`src/rtl/peripheral_bus_slave_pkg.sv`:
```
// Shared constants for the peripheral bus slave: register offsets from BASE,
// TCON bit positions and the UART transmitter state encoding.
package peripheral_bus_slave_pkg;

  // Register offsets from the peripheral window base
  localparam logic [31:0] OFF_TH       = 32'h00;
  localparam logic [31:0] OFF_TL       = 32'h04;
  localparam logic [31:0] OFF_TCON     = 32'h08;
  localparam logic [31:0] OFF_LED      = 32'h0C;
  localparam logic [31:0] OFF_SWITCH   = 32'h10;
  localparam logic [31:0] OFF_DIGI     = 32'h14;
  localparam logic [31:0] OFF_UART_TXD = 32'h18;
  localparam logic [31:0] OFF_UART_CON = 32'h1C;

  // TCON bit indices
  localparam int TCON_EN = 0;  // timer enable
  localparam int TCON_IE = 1;  // interrupt enable
  localparam int TCON_IS = 2;  // interrupt status (sticky)

  // UART transmitter states
  localparam logic [1:0] UART_IDLE  = 2'd0;
  localparam logic [1:0] UART_START = 2'd1;
  localparam logic [1:0] UART_DATA  = 2'd2;
  localparam logic [1:0] UART_STOP  = 2'd3;

endpackage

```
`src/rtl/uart_tx_core.sv`:
```
// Byte-wide 8N1 UART transmitter.
// Ports:
//   clk    - system clock
//   reset  - asynchronous active-low reset (line returns to idle-high at once)
//   start  - one-cycle request; accepted only while idle
//   data   - byte to send, captured on an accepted start
//   busy   - high from the accepting edge until the stop bit completes
//   tx     - serial output, LSB first, 1 start bit, 1 stop bit
module uart_tx_core
  import peripheral_bus_slave_pkg::*;
#(
  parameter int CLKS_PER_BIT = 5208
) (
  input  logic       clk,
  input  logic       reset,
  input  logic       start,
  input  logic [7:0] data,
  output logic       busy,
  output logic       tx
);

  localparam int CW = (CLKS_PER_BIT > 1) ? $clog2(CLKS_PER_BIT) : 1;
  localparam logic [CW-1:0] BAUD_LAST = CW'(CLKS_PER_BIT - 1);

  logic [1:0]    state;
  logic [CW-1:0] baud;
  logic [2:0]    idx;
  logic [7:0]    shreg;
  logic          bit_done;

  assign bit_done = (baud == BAUD_LAST);

  always_ff @(posedge clk or negedge reset) begin
    if (!reset) begin
      state <= UART_IDLE;
      baud  <= '0;
      idx   <= '0;
      shreg <= '0;
    end else begin
      case (state)
        UART_IDLE: begin
          if (start) begin
            shreg <= data;
            baud  <= '0;
            idx   <= '0;
            state <= UART_START;
          end
        end
        UART_START: begin
          if (bit_done) begin
            baud  <= '0;
            state <= UART_DATA;
          end else begin
            baud <= baud + 1'b1;
          end
        end
        UART_DATA: begin
          if (bit_done) begin
            baud <= '0;
            idx  <= idx + 3'd1;
            // idx wraps 7 -> 0 on the same edge we leave for STOP
            if (idx == 3'd7) state <= UART_STOP;
          end else begin
            baud <= baud + 1'b1;
          end
        end
        default: begin // UART_STOP
          if (bit_done) begin
            baud  <= '0;
            state <= UART_IDLE;
          end else begin
            baud <= baud + 1'b1;
          end
        end
      endcase
    end
  end

  // tx is decoded from registered state only, so reset forces it high
  // asynchronously without waiting for a clock.
  always_comb begin
    tx = 1'b1;
    case (state)
      UART_START: tx = 1'b0;
      UART_DATA:  tx = shreg[idx];
      default:    tx = 1'b1;
    endcase
  end

  assign busy = (state != UART_IDLE);

endmodule

```
`src/rtl/peripheral_bus_slave.sv`:
```
// Memory-mapped peripheral responder for the CPU peripheral port.
// Holds a reloadable 32-bit timer with interrupt, LED / switch / 7-segment
// registers and a UART transmitter.
// Ports:
//   clk, reset      - system clock, asynchronous active-low reset
//   rd, wr          - peripheral read / write strobes
//   addr, wdata     - byte address and write data from the CPU
//   rdata           - combinational read data (0 when rd is low or unmapped)
//   switch          - board switches (read-only register)
//   led, digi       - LED register and 7-segment {anode[3:0], seg[7:0]}
//   irqout          - timer interrupt request
//   uart_tx         - serial transmit line
module peripheral_bus_slave
  import peripheral_bus_slave_pkg::*;
#(
  parameter logic [31:0] BASE         = 32'h40000000,
  parameter int          CLKS_PER_BIT = 5208
) (
  input  logic        clk,
  input  logic        reset,
  input  logic        rd,
  input  logic        wr,
  input  logic [31:0] addr,
  input  logic [31:0] wdata,
  output logic [31:0] rdata,
  input  logic [7:0]  switch,
  output logic [7:0]  led,
  output logic [11:0] digi,
  output logic        irqout,
  output logic        uart_tx
);

  logic [31:0] th, tl;
  logic [2:0]  tcon;
  logic [7:0]  txd;
  logic        tx_busy;

  // Full 32-bit address decode
  logic hit_th, hit_tl, hit_tcon, hit_led, hit_sw, hit_digi, hit_txd, hit_ucon;
  assign hit_th   = (addr == BASE + OFF_TH);
  assign hit_tl   = (addr == BASE + OFF_TL);
  assign hit_tcon = (addr == BASE + OFF_TCON);
  assign hit_led  = (addr == BASE + OFF_LED);
  assign hit_sw   = (addr == BASE + OFF_SWITCH);
  assign hit_digi = (addr == BASE + OFF_DIGI);
  assign hit_txd  = (addr == BASE + OFF_UART_TXD);
  assign hit_ucon = (addr == BASE + OFF_UART_CON);

  logic wr_th, wr_tl, wr_tcon, wr_led, wr_digi, uart_start;
  assign wr_th      = wr & hit_th;
  assign wr_tl      = wr & hit_tl;
  assign wr_tcon    = wr & hit_tcon;
  assign wr_led     = wr & hit_led;
  assign wr_digi    = wr & hit_digi;
  // TXD writes while a frame is in flight are dropped entirely
  assign uart_start = wr & hit_txd & ~tx_busy;

  // Overflow raises status if interrupts are enabled either now or by a
  // TCON write landing on the same edge, so a racing enable cannot lose it.
  logic tl_wrap, set_is;
  assign tl_wrap = tcon[TCON_EN] & (tl == 32'hFFFF_FFFF);
  assign set_is  = tl_wrap & (tcon[TCON_IE] | (wr_tcon & wdata[TCON_IE]));

  always_ff @(posedge clk or negedge reset) begin
    if (!reset) begin
      th   <= '0;
      tl   <= '0;
      tcon <= '0;
      led  <= '0;
      digi <= '0;
      txd  <= '0;
    end else begin
      if (wr_th) th <= wdata;

      // CPU write beats the timer increment / reload
      if (wr_tl)               tl <= wdata;
      else if (tcon[TCON_EN])  tl <= tl_wrap ? th : tl + 32'd1;

      if (wr_tcon)     tcon <= {wdata[TCON_IS] | set_is, wdata[TCON_IE:TCON_EN]};
      else if (set_is) tcon[TCON_IS] <= 1'b1;

      if (wr_led)     led  <= wdata[7:0];
      if (wr_digi)    digi <= wdata[11:0];
      if (uart_start) txd  <= wdata[7:0];
    end
  end

  assign irqout = tcon[TCON_IS] & tcon[TCON_IE];

  // Reads see register state before any same-cycle write
  always_comb begin
    rdata = 32'h0;
    if (rd) begin
      if      (hit_th)   rdata = th;
      else if (hit_tl)   rdata = tl;
      else if (hit_tcon) rdata = {29'h0, tcon};
      else if (hit_led)  rdata = {24'h0, led};
      else if (hit_sw)   rdata = {24'h0, switch};
      else if (hit_digi) rdata = {20'h0, digi};
      else if (hit_txd)  rdata = {24'h0, txd};
      else if (hit_ucon) rdata = {31'h0, tx_busy};
    end
  end

  uart_tx_core #(
    .CLKS_PER_BIT(CLKS_PER_BIT)
  ) u_uart (
    .clk   (clk),
    .reset (reset),
    .start (uart_start),
    .data  (wdata[7:0]),
    .busy  (tx_busy),
    .tx    (uart_tx)
  );

endmodule

```
`config.mk`:
```
export PLATFORM = sky130hd
export DESIGN_NAME = peripheral_bus_slave
export DESIGN_NICKNAME = d
export VERILOG_FILES = /design/src/rtl/peripheral_bus_slave_pkg.sv /design/src/rtl/uart_tx_core.sv /design/src/rtl/peripheral_bus_slave.sv
export SDC_FILE = /design/constraint.sdc
export NUM_CORES = 1
export LEC_CHECK = 0
export CELL_PAD_IN_SITES_DETAIL_PLACEMENT = 1
export CELL_PAD_IN_SITES_GLOBAL_PLACEMENT = 1
export CORE_ASPECT_RATIO = 2
export CORE_MARGIN = 4
export CORE_UTILIZATION = 40
export DETAILED_ROUTE_END_ITERATION = 12
export PLACE_DENSITY_LB_ADDON = 0.15
export SKIP_CTS_REPAIR_TIMING = 1
export SYNTH_ARGS = -nofsm -noshare
export SYNTH_HDL_FRONTEND = slang
export SYNTH_SLANG_ARGS = --single-unit
```
`constraint.sdc`:
```
create_clock -name clk -period 5 [get_ports clk]
set_input_delay 1.5 -clock clk [delete_from_list [all_inputs] [get_ports clk]]
set_output_delay 1.5 -clock clk [all_outputs]
set_load 0.01 [all_outputs]
```
; Word level (Yosys, flattened, before mapping)
; Index checks and enable logic that the tools add are counted.
[totals]
elab_cells = 84
output_inout_bits = 54
latchBits = 0
mem_count = 0
in_bits = 76
rom_bits = 0
ff_bits = 121
ramBits = 0
[op_classes]
mul = 0
addsub = 3
n_mux = 29
bitwise = 14
n_div = 0
n_lt_le_gt_ge = 1
n_reduce_logical = 9
n_shift = 0
n_eq_ne = 17
[ops]
columns = operator, n
row1 = "equality test 32 x 31 -> 1 bit, second input constant", 8
row2 = 2-to-1 mux 32 bit, 6
row3 = 2-to-1 mux 12 bit, 4
row4 = 2-to-1 mux 13 bit, 3
row5 = "adder 32 x 1 -> 32 bit, second input constant", 1
row6 = "equality test 32 bit, second input constant", 1
row7 = "adder 13 x 1 -> 13 bit, second input constant", 1
row8 = "equality test 13 bit, second input constant", 1
row9 = AND 1 bit, 11
row10 = 2-to-1 mux 2 bit, 5
row11 = nonzero test 2 bit, 5
row12 = 2-to-1 mux 8 bit, 1
row13 = "inequality test 2 x 1 -> 1 bit, second input constant", 4
row14 = 2-to-1 mux 3 bit, 2
row15 = case mux 2 bit (3 select lines), 1
row16 = case mux 3 bit (2 select lines), 1
row17 = AND reduction 5 bit, 1
row18 = "less-than comparator 3 x 4 -> 1 bit, second input constant", 1
row19 = 2-to-1 mux 1 bit, 4
row20 = "adder 3 x 1 -> 3 bit, second input constant", 1
row21 = binary-select mux 1 bit (select 3 bit), 1
row22 = "equality test 3 bit, second input constant", 1
row23 = AND reduction 3 bit, 1
row24 = "equality test 2 x 1 -> 1 bit, second input constant", 1
row25 = 6 further kinds, 7

; Depth between registers and ports, before layout
[depth]
depth_word = 10
ltp_mapped = 11
ltp_nobuf = 7

; By module
; From an unflattened synthesis, not the netlist that was laid out.
[hier_totals]
hier_cells = 788
area_unflattened_um2 = 7440.9
[modules_own_cells]
columns = mod, area_each_um2, seq_area_each_um2, cells_each, instances
row1 = peripheral_bus_slave, 5958.2, 2377.3, 646, 1
row2 = uart_tx_core, 1482.7, 650.6, 142, 1

; Worst setup path after synthesis
; OpenSTA, ideal clock, no wires.
[synth_timing]
path_kind = input to output
from = input addr[30]
to = output rdata[10]
arrival_ns = 3.087
required_time_ns = 3.500
path_buffers = 2
setup_slack_ns = 0.413
cell_stages = 8
cell_sequence = nor4b_1 and4_1 buf_2 nand2_4 or4_1 clkbuf_1 nor2_1 a2111oi_0
[synth_between]
elab_chain_len = 8
elab_cells_between_ends = 13
classes_between = eq/ne: 6 / mux: 7
[synth_lines]
columns = item, line
row1 = start: declaration, peripheral_bus_slave.sv:23  ; input logic [31:0] addr,
row2 = equality test 32 x 31 -> 1 bit, peripheral_bus_slave.sv:45  ; assign hit_digi = (addr == BASE + OFF_DIGI);
row3 = 2-to-1 mux 12 bit, peripheral_bus_slave.sv:99  ; else if (hit_digi) rdata = {20'h0, digi};
row4 = 2-to-1 mux 12 bit, peripheral_bus_slave.sv:98  ; else if (hit_sw) rdata = {24'h0, switch};
row5 = 2-to-1 mux 12 bit, peripheral_bus_slave.sv:97  ; else if (hit_led) rdata = {24'h0, led};
row6 = 2-to-1 mux 12 bit, peripheral_bus_slave.sv:96  ; else if (hit_tcon) rdata = {29'h0, tcon};
row7 = 2-to-1 mux 32 bit, peripheral_bus_slave.sv:95  ; else if (hit_tl) rdata = tl;
row8 = 2-to-1 mux 32 bit *, peripheral_bus_slave.sv:94  ; if (hit_th) rdata = th;
row9 = 2-to-1 mux 32 bit *, peripheral_bus_slave.sv:93  ; if (rd) begin
row10 = end: declaration, peripheral_bus_slave.sv:25  ; output logic [31:0] rdata,
; Every way passes the cells marked *; elsewhere a longest branch is shown, timed or not.

; Worst setup path after layout
[layout_timing]
from = input addr[28]
to = output rdata[9]
; Same word-level chain as after synthesis.

==> metrics.md <==
| Metric | Value |
|---|---|
| Hold path depth | 1 |
| Post-synth top cells | dfrtp_1, nor2_1, nand2_1 |
| Mux contribution to synthesized area | 13.4% |
| Met3 wire len | 974 um |
| Final wirelength | 26900 um |
| Sequential area share after synthesis | 40.4% |
| Compound-cell area share of the yosys netlist | 17.7% |
| Ys flop type | dfrtp_1 |
| Yosys reg bits | 113 |
| Hold endpoint | u_uart.baud[0]$_DFFE_PN0P_ |
| RR Endpoint | tl[5]$_DFFE_PN0P_ |
| Power share of the clock group | 54.5% |
| Worst-path cell chain | clkdlybuf4s50_1 > nor3_2 > and4_4 > nand2_8 > or4_4 > buf_6 > nor2_1 > a2111oi_0 > buf_2 |
| Final core occ | 56.0% |
| Total number of H-tree levels | 4 |
| Clock skew | 11.7 ps |
| Buffers added on ports | 129 |
| Mapped cell area | 7010 um^2 |
| Clk buf depth | 2 |
| Violated checks | setup timing |
| Multi-input gate area | 4010 um^2 |
| Detailed Place HPWL | 19300 um |
| CTS root buf | clkbuf_16 |
| Layout cells sized above 1 | 18.3% |
| Gate Count Post-Synth | 746 |
| DR iter-0 viols | 249 |
| DR pass1 iterations | 7 |
| Register area | 2830 um^2 |
| Largest net degree at the start of global routing | 52 |
| Synth Net Count | 830 |
| Total GRT Usage | 26.9% |
| Synth Area in Simple Gates | 22.5% |
| Worst-path fanout max | 7 |
| Int Pwr | 1.84 mW |
| Worst path slowest cell | or4_4 |
| Via count | 6891 |
| Layout filler cell count | 1917 |
| Combinational power share | 6.8% |
| Worst-Skew Late Latency | 430 ps |
| Fmax | 200 MHz |
| CTS clk-pin slew, worst paths | 50 ps |
| Avg Inst Size Synth | 9.39 um^2 |
| Synth Area in Adders | 1.43% |
| CP startpoint kind | primary input |
| Worst slack, placed | -491 ps |
| Total congestion overflow | 0 |
| Largest cells by area after synthesis | dfrtp_1, mux2_2, mux2_1 |
| Vias in the first global route | 7570 |
| Clock Sinks | 113 |
| Hold Fails Final Rpt | 0 |
| Post-route ant nets | 0 |
| Antenna violations before repair | 0 |
| TritonCTS Buffers | 17 |
| Main combinational cell family by area after synthesis | simple AND/OR/NAND/NOR gates |
| RePlAce Congestion | 0.906 |
| Switch share | 22.0% |
| PD cells | 244 nW/um^2 |
| Yosys warnings | 0 |
| R2R depth | 7 |
| Number of synthesized flops with an enable pin | 0 |
| Die ar. | 19800 um^2 |
| Crit path DAT | 3510 ps |
| Critical path's largest stage delay | 500 ps |
| Final min period | 5010 ps |
| Worst Min Path Start | u_uart.baud[0]$_DFFE_PN0P_ |
| Peak VDD IR | 0.186 mV |
| First-pass GRT wire length | 41100 um |
| Boundary Pins | 130 |
| Final setup violation count | 1 |
| CTS tree | done |
| Max Used Layer | met4 |
| Area leader, netlist | dfrtp_1 |
| Power, Total | 2.36 mW |
| Layout area overhead | 38.1% |
| Status | finished with violations |
| Crit end category | output port |
| Worst rel slew slack | 44.5% |
| Vias per cell | 6.15 |
| Setup Crit Path Kind | primary input to output port |
| Req. time, crit path | 3500 ps |
| WL met1 | 9100 um |
| Fin. max-slew vios | 0 |
| Hold_ws | 522 ps |
| Cell variety after synth | 65 |
| DIE HEIGHT | 195 um |
| Post-route setup slack | -6.87 ps |
| ANT cells | 0 |
| Leakage | 4.76 nW |
| Cell Rows | 68 |
| Most frequent cell after synthesis | dfrtp_1 |
| Fin crit share | 100% |
| Post-synth top area share | 40.4% |
| Reg2Reg Setup Slack | 1970 ps |
| MaxCap Viol Count | 0 |
| Drt wl/cell | 24.0 um |
| Xor/xnor share of the synthesized area | 0.250% |
| Reg-to-Reg Start | tcon[0]$_DFFE_PN0N_ |
| Psw | 521 uW |
| Drc violations | 0 |
| Synth async-reset ratio | 100% |
| Final #Nets | 982 |
| Starting Density | 40.6% |
| Core area | 17300 um^2 |
| Die span in x | 102 um |
| Sequential share of power | 38.7% |
| Met2 WL | 15600 um |
| Hold crit path type | register to register |
| Slew @ Worst Pin | 826 ps |
==> per-stage QoR <==
step           cells  area, um^2  setup TNS [ps]
3_5_place_dp    1078        8680          -11870
5_1_grt         1121        9680           -1910
4_1_cts         1110        9310          -12790
6_report        1121        9680           -6.87
3_3_place_gp    1078        8680          -11330
2_1_floorplan    746        7010               0
==> registers in the layout, summed over array words and instances, names as in the netlist <==
name,count
tcon,3
u_uart.state,2
u_uart.baud,13
led,8
digi,12
th,32
u_uart.idx,3
u_uart.shreg,4
txd,4
tl,32
==> power by group through the flow <==
stage          Sequential (mW)  Combinational, mW  Clock [mW]
2_1_floorplan            0.931             0.0364           0
3_3_place_gp             0.931              0.154           0
3_5_place_dp             0.931              0.158           0
4_1_cts                  0.915              0.160        1.31
5_1_grt                  0.915              0.173        1.35
6_report                 0.915              0.161        1.29
==> per-layer routing <==
metal | vias up | GRT usage [%]
met1 | 3496 | 26.9
met4 | 0 | 14.0
met3 | 85 | 4.50
li1 | 3091 | -
met2 | 219 | 50.8
met5 | - | 0
==> layout by cell type (no fill, tap or decap), drive strengths merged, types with 17 or more instances in the layout <==
master         instances
a21oi                 53
a22oi                 21
and3                  17
buf                   57
clkbuf                30
clkdlybuf4s50         71
dfrtp                113
dlymetal6s2s          50
mux2                  67
nand2                 59
nand3                 21
nand4                 18
nor2                  74
nor2b                 23
nor3                  24
nor4                  20
o21ai                 41
==> worst max path at each step <==
| stage | end | start | cells after the start | slack [ps] |
|---|---|---|---|---|
| after floorplan | rdata[10] | addr[30] | 8 | 410 |
| after global routing | rdata[20] | addr[28] | 10 | -90 |
| after detailed placement | rdata[4] | addr[21] | 7 | -490 |
| final | rdata[9] | addr[28] | 9 | -7 |
| after global placement | rdata[4] | addr[21] | 7 | -460 |
| after CTS | rdata[7] | addr[21] | 7 | -520 |
==> critical path: cells and delay by family <==
| kind | cells | cell delay, ps |
|---|---|---|
| AO/OA/AOI/OAI | 1 | 80 |
| AND/OR/NAND/NOR | 5 | 1200 |
| buffers and inverters | 3 | 720 |
==> kinds of logic (layout without fill, tap and decap cells) <==
logic type               after synthesis  count (layout)
AO/OA/AOI/OAI                        191             191
XOR/XNOR                               2               2
adder cells (fa/ha/maj)                8               8
buffers and inverters                 64             229
flip-flops                           113             113
multiplexers                          79              79
AND/OR/NAND/NOR                      289             289
==> cell type report <==
| cell class | count | area share, % |
|---|---|---|
| inverter | 13 | 0.504 |
| tap | 210 | 2.72 |
| timing repair buffer | 184 | 19.6 |
| sequential | 113 | 29.2 |
| clock buffer | 24 | 5.19 |
| multi-input combinational | 569 | 41.5 |
| clock inverter | 8 | 1.28 |
No activity file was read; power rests on OpenSTA's default activity.
